<file path="src/rtl/ifu_fetch_if.sv">
// Instruction-memory port of the fetch unit: a valid/ready request channel
// carrying the fetch address and a valid-only response channel carrying
// the instruction word.
interface ifu_fetch_if #(
  parameter int ISA_WIDTH = 32
);
  logic                 imem_req_valid;
  logic [ISA_WIDTH-1:0] imem_req_addr;
  logic                 imem_req_ready;
  logic                 imem_resp_valid;
  logic [31:0]          imem_resp_data;

  // Fetch unit side: issues requests, consumes responses.
  modport master (
    output imem_req_valid,
    output imem_req_addr,
    input  imem_req_ready,
    input  imem_resp_valid,
    input  imem_resp_data
  );

  // Memory side: accepts requests, returns instruction words.
  modport slave (
    input  imem_req_valid,
    input  imem_req_addr,
    output imem_req_ready,
    output imem_resp_valid,
    output imem_resp_data
  );
endinterface

</file>
<file path="src/rtl/ifu_fetch.sv">
// Instruction fetch unit: owns the architectural PC, fetches one word at a
// time from instruction memory, holds it for execute until commit, then
// loads the next PC. Stops permanently on ebreak, on a missing next-PC or
// on a misaligned next-PC, until reset.
module ifu_fetch #(
  parameter int                   ISA_WIDTH = 32,
  parameter logic [ISA_WIDTH-1:0] RESET_PC  = ISA_WIDTH'('h8000_0000)
) (
  input  logic                 clk,
  input  logic                 rst,
  input  logic [ISA_WIDTH-1:0] pc_in,
  input  logic                 pc_w_en,
  input  logic                 commit,
  input  logic                 halt,
  output logic [ISA_WIDTH-1:0] pc_out,
  ifu_fetch_if.master          imem,
  output logic [31:0]          inst,
  output logic                 inst_valid,
  output logic                 halted,
  output logic                 misalign,
  output logic [31:0]          retired
);

  typedef enum logic [1:0] {
    S_REQ  = 2'd0,
    S_WAIT = 2'd1,
    S_EXEC = 2'd2,
    S_HALT = 2'd3
  } state_t;

  state_t               state_q, state_d;
  logic [ISA_WIDTH-1:0] pc_q, pc_d;
  logic [31:0]          inst_q, inst_d;
  logic                 misalign_q, misalign_d;
  logic [31:0]          retired_q, retired_d;

  // State and architectural registers; reset abandons any transaction in flight.
  always_ff @(posedge clk or posedge rst) begin
    if (rst) begin
      state_q    <= S_REQ;
      pc_q       <= RESET_PC;
      inst_q     <= 32'h0;
      misalign_q <= 1'b0;
      retired_q  <= 32'h0;
    end else begin
      state_q    <= state_d;
      pc_q       <= pc_d;
      inst_q     <= inst_d;
      misalign_q <= misalign_d;
      retired_q  <= retired_d;
    end
  end

  // Next-state logic; commit and responses outside their own state are ignored.
  always_comb begin
    state_d    = state_q;
    pc_d       = pc_q;
    inst_d     = inst_q;
    misalign_d = misalign_q;
    retired_d  = retired_q;
    case (state_q)
      S_REQ: begin
        if (imem.imem_req_ready) state_d = S_WAIT;
      end
      S_WAIT: begin
        if (imem.imem_resp_valid) begin
          inst_d  = imem.imem_resp_data;
          state_d = S_EXEC;
        end
      end
      S_EXEC: begin
        if (commit) begin
          if (halt) begin
            // ebreak retires but keeps the PC pointing at itself.
            retired_d = retired_q + 32'd1;
            state_d   = S_HALT;
          end else if (!pc_w_en) begin
            // No next PC from execute: stop without retiring.
            state_d = S_HALT;
          end else begin
            pc_d      = pc_in;
            retired_d = retired_q + 32'd1;
            if (pc_in[1:0] != 2'b00) begin
              // The jump is taken so the bad target is visible, then stop.
              misalign_d = 1'b1;
              state_d    = S_HALT;
            end else begin
              state_d = S_REQ;
            end
          end
        end
      end
      S_HALT: begin
        state_d = S_HALT;
      end
      default: begin
        state_d = S_REQ;
      end
    endcase
  end

  // Handshake and status outputs are decoded from state only.
  assign imem.imem_req_valid = (state_q == S_REQ);
  assign imem.imem_req_addr  = pc_q;
  assign inst_valid          = (state_q == S_EXEC);
  assign halted              = (state_q == S_HALT);
  assign pc_out              = pc_q;
  assign inst                = inst_q;
  assign misalign            = misalign_q;
  assign retired             = retired_q;

endmodule

</file>
<file path="src/flat_wrapper.sv">
// flat-port wrapper written by rule: the top's interface ports become plain ports
module ifu_fetch_flat 
#(
  parameter int                   ISA_WIDTH = 32,
  parameter logic [ISA_WIDTH-1:0] RESET_PC  = ISA_WIDTH'('h8000_0000)
)
  (clk, rst, pc_in, pc_w_en, commit, halt, pc_out, inst, inst_valid, halted, misalign, retired, imem_imem_req_valid, imem_imem_req_addr, imem_imem_req_ready, imem_imem_resp_valid, imem_imem_resp_data);
  ifu_fetch_if #(.ISA_WIDTH(ISA_WIDTH)) imem_i ();
  input  logic clk;
  input  logic rst;
  input  logic [ISA_WIDTH-1:0] pc_in;
  input  logic pc_w_en;
  input  logic commit;
  input  logic halt;
  output logic [ISA_WIDTH-1:0] pc_out;
  output logic [31:0] inst;
  output logic inst_valid;
  output logic halted;
  output logic misalign;
  output logic [31:0] retired;
  output wire logic [$bits(imem_i.imem_req_valid)-1:0] imem_imem_req_valid;
  output wire logic [$bits(imem_i.imem_req_addr)-1:0] imem_imem_req_addr;
  input wire logic [$bits(imem_i.imem_req_ready)-1:0] imem_imem_req_ready;
  input wire logic [$bits(imem_i.imem_resp_valid)-1:0] imem_imem_resp_valid;
  input wire logic [$bits(imem_i.imem_resp_data)-1:0] imem_imem_resp_data;
  assign imem_imem_req_valid = imem_i.imem_req_valid;
  assign imem_imem_req_addr = imem_i.imem_req_addr;
  assign imem_i.imem_req_ready = imem_imem_req_ready;
  assign imem_i.imem_resp_valid = imem_imem_resp_valid;
  assign imem_i.imem_resp_data = imem_imem_resp_data;
  ifu_fetch #(.ISA_WIDTH(ISA_WIDTH), .RESET_PC(RESET_PC)) u_core (.clk(clk), .rst(rst), .pc_in(pc_in), .pc_w_en(pc_w_en), .commit(commit), .halt(halt), .pc_out(pc_out), .imem(imem_i), .inst(inst), .inst_valid(inst_valid), .halted(halted), .misalign(misalign), .retired(retired));
endmodule
</file>
<file path="config.mk">
export PLATFORM = sky130hd
export DESIGN_NAME = ifu_fetch_flat
export DESIGN_NICKNAME = d
export VERILOG_FILES = /design/src/rtl/ifu_fetch_if.sv /design/src/rtl/ifu_fetch.sv /design/src/flat_wrapper.sv
export SDC_FILE = /design/constraint.sdc
export NUM_CORES = 1
export LEC_CHECK = 0
export CORE_AREA = 8 8 113 115
export CTS_CLUSTER_DIAMETER = 60
export DETAILED_ROUTE_END_ITERATION = 10
export DIE_AREA = 0 0 121 123
export PLACE_DENSITY = 0.82
export SLEW_MARGIN = 15
export SYNTH_ARGS = -nofsm -noshare
export SYNTH_HDL_FRONTEND = slang
export SYNTH_SLANG_ARGS = --single-unit
</file>
<file path="constraint.sdc">
create_clock -name clk -period 3.5 [get_ports clk]
set_input_delay 0.35 -clock clk [delete_from_list [all_inputs] [get_ports clk]]
set_output_delay 0.35 -clock clk [all_outputs]
set_load 0.02 [all_outputs]
</file>
==> results of run 1 <==
-- path summary, 6_finish.rpt --
kind	from	to	slack [ns]	depth (start not counted)
worst max-delay path	u_core.state_q[0]	inst_valid	1.40	2
worst min-delay path	rst	u_core.inst[0]	0.40	2
worst max register to register	u_core.state_q[0]	u_core.retired[21]	1.57	4
worst min register to register	u_core.retired[31]	u_core.retired[31]	0.47	1
max in group asynchronous	rst	u_core.imem.imem_req_addr[31]	2.29	3
min in group clk	u_core.retired[31]	u_core.retired[31]	0.47	1
-- power by group --
group,internal (mW),switching [mW],total (mW),leakage [nW]
Sequential,1.29,0.0916,1.38,1.30
Clock,0.769,0.414,1.18,0.172
Combinational,0.454,0.406,0.860,1.50
-- synthesized netlist by cell type (2+ instances only) --
cell type | number | area (um2)
sky130_fd_sc_hd__and3_1 | 6 | 37.5
sky130_fd_sc_hd__nand4_1 | 7 | 43.8
sky130_fd_sc_hd__buf_2 | 5 | 25.0
sky130_fd_sc_hd__xor2_1 | 21 | 184
sky130_fd_sc_hd__inv_1 | 4 | 15.0
sky130_fd_sc_hd__and2_1 | 2 | 12.5
sky130_fd_sc_hd__clkbuf_1 | 4 | 15.0
sky130_fd_sc_hd__and4_1 | 3 | 26.3
sky130_fd_sc_hd__xnor2_1 | 10 | 87.6
sky130_fd_sc_hd__nand3_1 | 14 | 70.1
sky130_fd_sc_hd__o21ai_0 | 2 | 10.0
sky130_fd_sc_hd__buf_4 | 32 | 240
sky130_fd_sc_hd__nor4_1 | 2 | 12.5
sky130_fd_sc_hd__nor4_2 | 6 | 75.1
sky130_fd_sc_hd__nand2_1 | 13 | 48.8
sky130_fd_sc_hd__nand4_2 | 2 | 25.0
sky130_fd_sc_hd__nor3_1 | 8 | 40.0
sky130_fd_sc_hd__mux2_1 | 64 | 721
sky130_fd_sc_hd__dfrtp_1 | 98 | 2450
sky130_fd_sc_hd__nor2_1 | 7 | 26.3
-- per-layer routing --
metal  vias up  wire length, um  share of wire [%]
met2       118             6030                 51
met4         0              189                1.6
met5         -                0                  0
li1       1465                -                  -
met1      1542             4660                 39
met3        13              941                8.0
-- logic make-up after synthesis --
family          Yosys count  share of synthesized area, %
simple gates             78                          11.4
xor+xnor                 31                          6.24
flops                    99                          57.0
compound gates            6                         0.805
buf+inv                  48                          7.22
fa+ha+maj                 1                         0.288
mux                      66                          17.1
-- sequential cells by signal, indices dropped and copies added, names as in the netlist --
register and count:
u_core.imem.imem_req_addr 32, u_core.inst 32, u_core.retired 32, u_core.state_q 2, u_core.misalign 1
-- stage by stage --
| stage | area [um2] | utilization [%] |
|---|---|---|
| 2_1_floorplan | 4350 | - |
| 3_3_place_gp | 6290 | 56.8 |
| 3_5_place_dp | 6290 | 56.8 |
| 4_1_cts | 6650 | 60.1 |
| 5_1_grt | 6650 | 60.1 |
| 6_report | 6650 | 60.1 |
-- final cells by class --
cell class,count,area [um2]
timing repair buffer,206,2050
inverter,5,21.3
sequential,99,2480
clock buffer,9,225
multi-input combinational,182,1560
fill,872,4420
clock inverter,7,140
tap,143,179
==> results_dict.tcl, run 1 <==
set metrics [dict create \
    grt_max_degree 40 \
    post_drt_via_cell_ratio 4.82 \
    finalClockSkew_ns 0.00632 \
    mean_post_synth_cell_area_um2 13.2 \
    critPathArrivalTime_ns 1.75 \
    cts_root_buf "sky130_fd_sc_hd__clkbuf_16" \
    postCtsSetupBuffers 0 \
    dpl.hpwl_um 9300 \
    final.setup.worst_slack_ns 1.40 \
    initial_core_util_pct 39.3 \
    preCtsSetupSlack_ns 1.21 \
    drtPass1Iterations 4 \
    global_route.usage.met1_pct 17.9 \
    cts.reportedPaths.clkPinSlew_ns 0.07 \
    route.final.wire_length_um 11800 \
    antenna_cells_inserted 0 \
    power.total_mw 3.43 \
    report.final.slew_viol_count 0 \
    sequential_share_of_the_synthesized_area_pct 57.0 \
    h-tree-depth 3 \
    setup-violations-final 0 \
    yosysUniqueCellTypes 39 \
    cts-hold-fix-buffers 0 \
    mappedNetlistArea_mm2 0.00435 \
    synth_fp_nets 401 \
    synth.yosys.warnings 0 \
    dieArea_mm2 0.0149 \
    worst-path-buf-inv 1 \
    ios 203 \
    req_time_crit_path_ns 3.15 \
    rows 39 \
    cap_violations 0 \
    synth_ff_type "sky130_fd_sc_hd__dfrtp_1" \
    setup-tns-final_ns 0 \
    tritoncts_num_sinks 99 \
    crit_chain "and2b_1, clkdlybuf4s50_1" \
    numCtsBuffers 9 \
    use_met2_pct 27.5 \
    hold_ws_ns 0.395 \
    detail_route.wl_per_cell_um 18.2 \
    grt-ovfl-total 0 \
    final_common_cell "sky130_fd_sc_hd__clkdlybuf4s50_1" \
    power.density_mw_per_mm2 515 \
    rsz_0062_raised_after_global_routing "false" \
    insertion_delay_ns 0.34 \
    power.ir.vdd_worst_mv 0.320 \
    synth_seq_cells 99 \
    timing.critical_path.to_type "output port" \
    layout_common_cells "sky130_fd_sc_hd__clkdlybuf4s50_1, sky130_fd_sc_hd__dfrtp_1, sky130_fd_sc_hd__mux2_1, sky130_fd_sc_hd__xor2_1, sky130_fd_sc_hd__nand3_1" \
    clock_tree.buffer_depth 2 \
    number_of_global_route_vias_before_repair 3302 \
    library_cell_contributing_the_largest_single_delay_on_the_critical_path "sky130_fd_sc_hd__clkdlybuf4s50_1" \
    slowest_delay_ns 0.66 \
    critPathTopFamily "buffers and inverters" \
    relSlewSlack_pct 60.9 \
    die_height_um 123 \
    grt_pass1_wl_um 18300 \
    design.final.nets 575 \
    hold_class "in -> async" \
    synthCells 329 \
    period_minus_slack_ns 2.10 \
    placement.io_buffers 202 \
    critPathKind "reg -> out" \
    maximum_operating_frequency_mhz 476 \
    numPlacedInstances 635 \
    placeableCoreArea_mm2 0.0111 \
    crit_path_max_fanout 8 \
    grtUsageTotal_pct 15.6 \
    number_of_violations_reported_at_the_end_of_detailed_routing_iteration_0 153 \
    grt_antenna_before_repair 0 \
    post_layout_nonfiller_instances 651 \
    grt_busiest_layer "met2" \
    post_route_cells_drive_above_1_share_pct 6.69 \
    status "completed" \
    chipWidth_um 121 \
    asyncSetResetFlopFracSynth_pct 100 \
    edff_count_synth 0 \
    vias 3138 \
    fin_crit_sh_pct 60.1 \
    cp-start-kind "register" \
    finalWeightedCongestion 0.788 \
    layout-area-overhead-vs-synth_pct 52.9 \
    cts_repair_resize_count 0 \
    postRouteAntennaNets 0 \
    drt_drc_violations_left 0 \
    grt_use_met3_pct 4.34 \
    max_slew.worst_pin.slew_ns 0.582 \
    power.leakage_nw 2.97 \
    report.final.hold_viol_count 0 \
    tritoncts "yes" \
]
No activity file was read; power rests on OpenSTA's default activity.
==> run 2: changes to the inputs <==
Clock period 3.5 ns to 2.12 ns, I/O delays scaled along.
==> run 2 against run 1 <==
  * Worst hold slack got worse by 0.00073 ns
  * Register-to-register slack got worse by 1.2 ns
  * Routed wire length is 0.73% higher
  * Sequential share of layout area hardly changed
  * Setup slack worse by 1.2 ns
  * Sequential power up 65%
  * Sequential cell count is the same
  * Critical path type unchanged
  * Largest cell class unchanged
  * Largest power group unchanged
==> results_dict.tcl, run 2 (same netlist as run 1, synthesis figures left out) <==
set metrics [dict create \
    cts_root_buf "sky130_fd_sc_hd__clkbuf_16" \
    library_cell_contributing_the_largest_single_delay_on_the_critical_path "sky130_fd_sc_hd__clkdlybuf4s50_1" \
    req_time_crit_path_ns 1.91 \
    cts-hold-fix-buffers 0 \
    drtPass1Iterations 4 \
    numPlacedInstances 640 \
    grt_antenna_before_repair 0 \
    post_route_cells_drive_above_1_share_pct 7.60 \
    cap_violations 0 \
    numCtsBuffers 9 \
    setup-violations-final 0 \
    insertion_delay_ns 0.34 \
    tritoncts "yes" \
    postCtsSetupBuffers 0 \
    max_slew.worst_pin.slew_ns 0.509 \
    postRouteAntennaNets 0 \
    chipWidth_um 121 \
    maximum_operating_frequency_mhz 519 \
    status "completed" \
    dieArea_mm2 0.0149 \
    report.final.hold_viol_count 0 \
    cts_repair_resize_count 0 \
    placed_cell_area_mm2 0.00635 \
    h-tree-depth 3 \
    setup-tns-final_ns 0 \
    grtUsageTotal_pct 15.6 \
    grt_pass1_wl_um 18200 \
    detail_route.wl_per_cell_um 18.2 \
    crit_path_max_fanout 7 \
    power.ir.vdd_worst_mv 0.424 \
    placeableCoreArea_mm2 0.0111 \
    grt_max_degree 100 \
    cts.reportedPaths.clkPinSlew_ns 0.06 \
    vias 3182 \
    tritoncts_num_sinks 99 \
    finalClockSkew_ns 0.00608 \
    layout.core_utilization_pct 60.1 \
    grt-ovfl-total 0 \
    placement.io_buffers 202 \
    number_of_violations_reported_at_the_end_of_detailed_routing_iteration_0 115 \
    period_minus_slack_ns 1.93 \
    critPathKind "reg -> out" \
    hold_class "in -> async" \
    post_drt_via_cell_ratio 4.85 \
    power.density_mw_per_mm2 803 \
    layout-area-overhead-vs-synth_pct 53.0 \
    number_of_global_route_vias_before_repair 3361 \
    fin_crit_sh_pct 90.9 \
    route.final.wire_length_um 11900 \
    power.total_mw 5.35 \
    ios 203 \
    fin_area_mm2 0.00666 \
    final_common_cell "sky130_fd_sc_hd__clkdlybuf4s50_1" \
    crit_chain "and2b_1, clkdlybuf4s50_1" \
    layout_common_cells "sky130_fd_sc_hd__clkdlybuf4s50_1, sky130_fd_sc_hd__dfrtp_1, sky130_fd_sc_hd__mux2_1, sky130_fd_sc_hd__xor2_1, sky130_fd_sc_hd__nand3_1" \
    critPathArrivalTime_ns 1.72 \
    slowest_delay_ns 0.67 \
    post_layout_nonfiller_instances 656 \
    relSlewSlack_pct 66.1 \
    cp-start-kind "register" \
    finalWeightedCongestion 0.804 \
    report.final.slew_viol_count 0 \
    drt_drc_violations_left 0 \
    initial_core_util_pct 39.3 \
    clock_tree.buffer_depth 2 \
    dpl.hpwl_um 9370 \
    die_height_um 123 \
    antenna_cells_inserted 0 \
    design.final.nets 580 \
    timing.critical_path.to_type "output port" \
    rsz_0062_raised_after_global_routing "false" \
    filler_cell_count 894 \
    power.leakage_nw 2.96 \
    rows 39 \
]
[run 2: cell count changes in the layout (fill, tap and decap cells not counted), sizes merged]
cell      previous run  this run
buf                  4         9
bufinv               4         1
clkinvlp             2         5
clkbuf               9        10
inv                  5         4
[run 2: worst max-delay path: cells and delay by family (launching register included)]
| kind | cells | cell delay (ns) |
|---|---|---|
| buf+inv | 1 | 0.67 |
| flops | 1 | 0.46 |
| simple gates | 1 | 0.25 |
[run 2: final cells by class]
class	count	area [um2]	area share, %
multi-input cells	182	1560	23.4
clock buffers	10	239	3.59
flip-flops and latches	99	2480	37.2
inverters	5	22.5	0.338
clock inverters	6	65.1	0.977
repair buffers	211	2110	31.8
well taps	143	179	2.69
[run 2: per-layer routing]
layer,global-route usage [%],routed length [um],vias up
met1,17.6,4680,1581
met5,0,0,-
met2,27.9,6160,115
met3,4.11,883,15
met4,5.62,184,0
li1,-,-,1471
[run 2: path summary, 6_finish.rpt]
kind / start / end / slack (ns) / depth (start not counted)
min in group clk: imem_imem_resp_data[1] / u_core.inst[1] / 0.46 / 2
min reg2reg: u_core.retired[31] / u_core.retired[31] / 0.48 / 1
max in group asynchronous: rst / u_core.imem.imem_req_addr[31] / 1.35 / 3
max reg2reg: u_core.retired[2] / u_core.retired[20] / 0.33 / 4
min: rst / u_core.imem.imem_req_addr[6] / 0.39 / 3
max: u_core.state_q[1] / inst_valid / 0.19 / 2
[run 2: metrics by stage]
stage                     hold WS [ns]  worst slack, ns
after detailed placement         0.468            0.230
final                            0.394            0.193
after CTS                        0.414            0.154
after global routing             0.461           0.0901
after global placement           0.462            0.289
after floorplan                  0.344            0.233
[run 2: where the power goes]
| group | total, mW | switching (mW) | internal [mW] |
|---|---|---|---|
| clock | 1.64 | 0.695 | 0.944 |
| sequential | 2.28 | 0.153 | 2.13 |
| combinational | 1.42 | 0.673 | 0.750 |
| total | 5.35 | 1.52 | 3.83 |
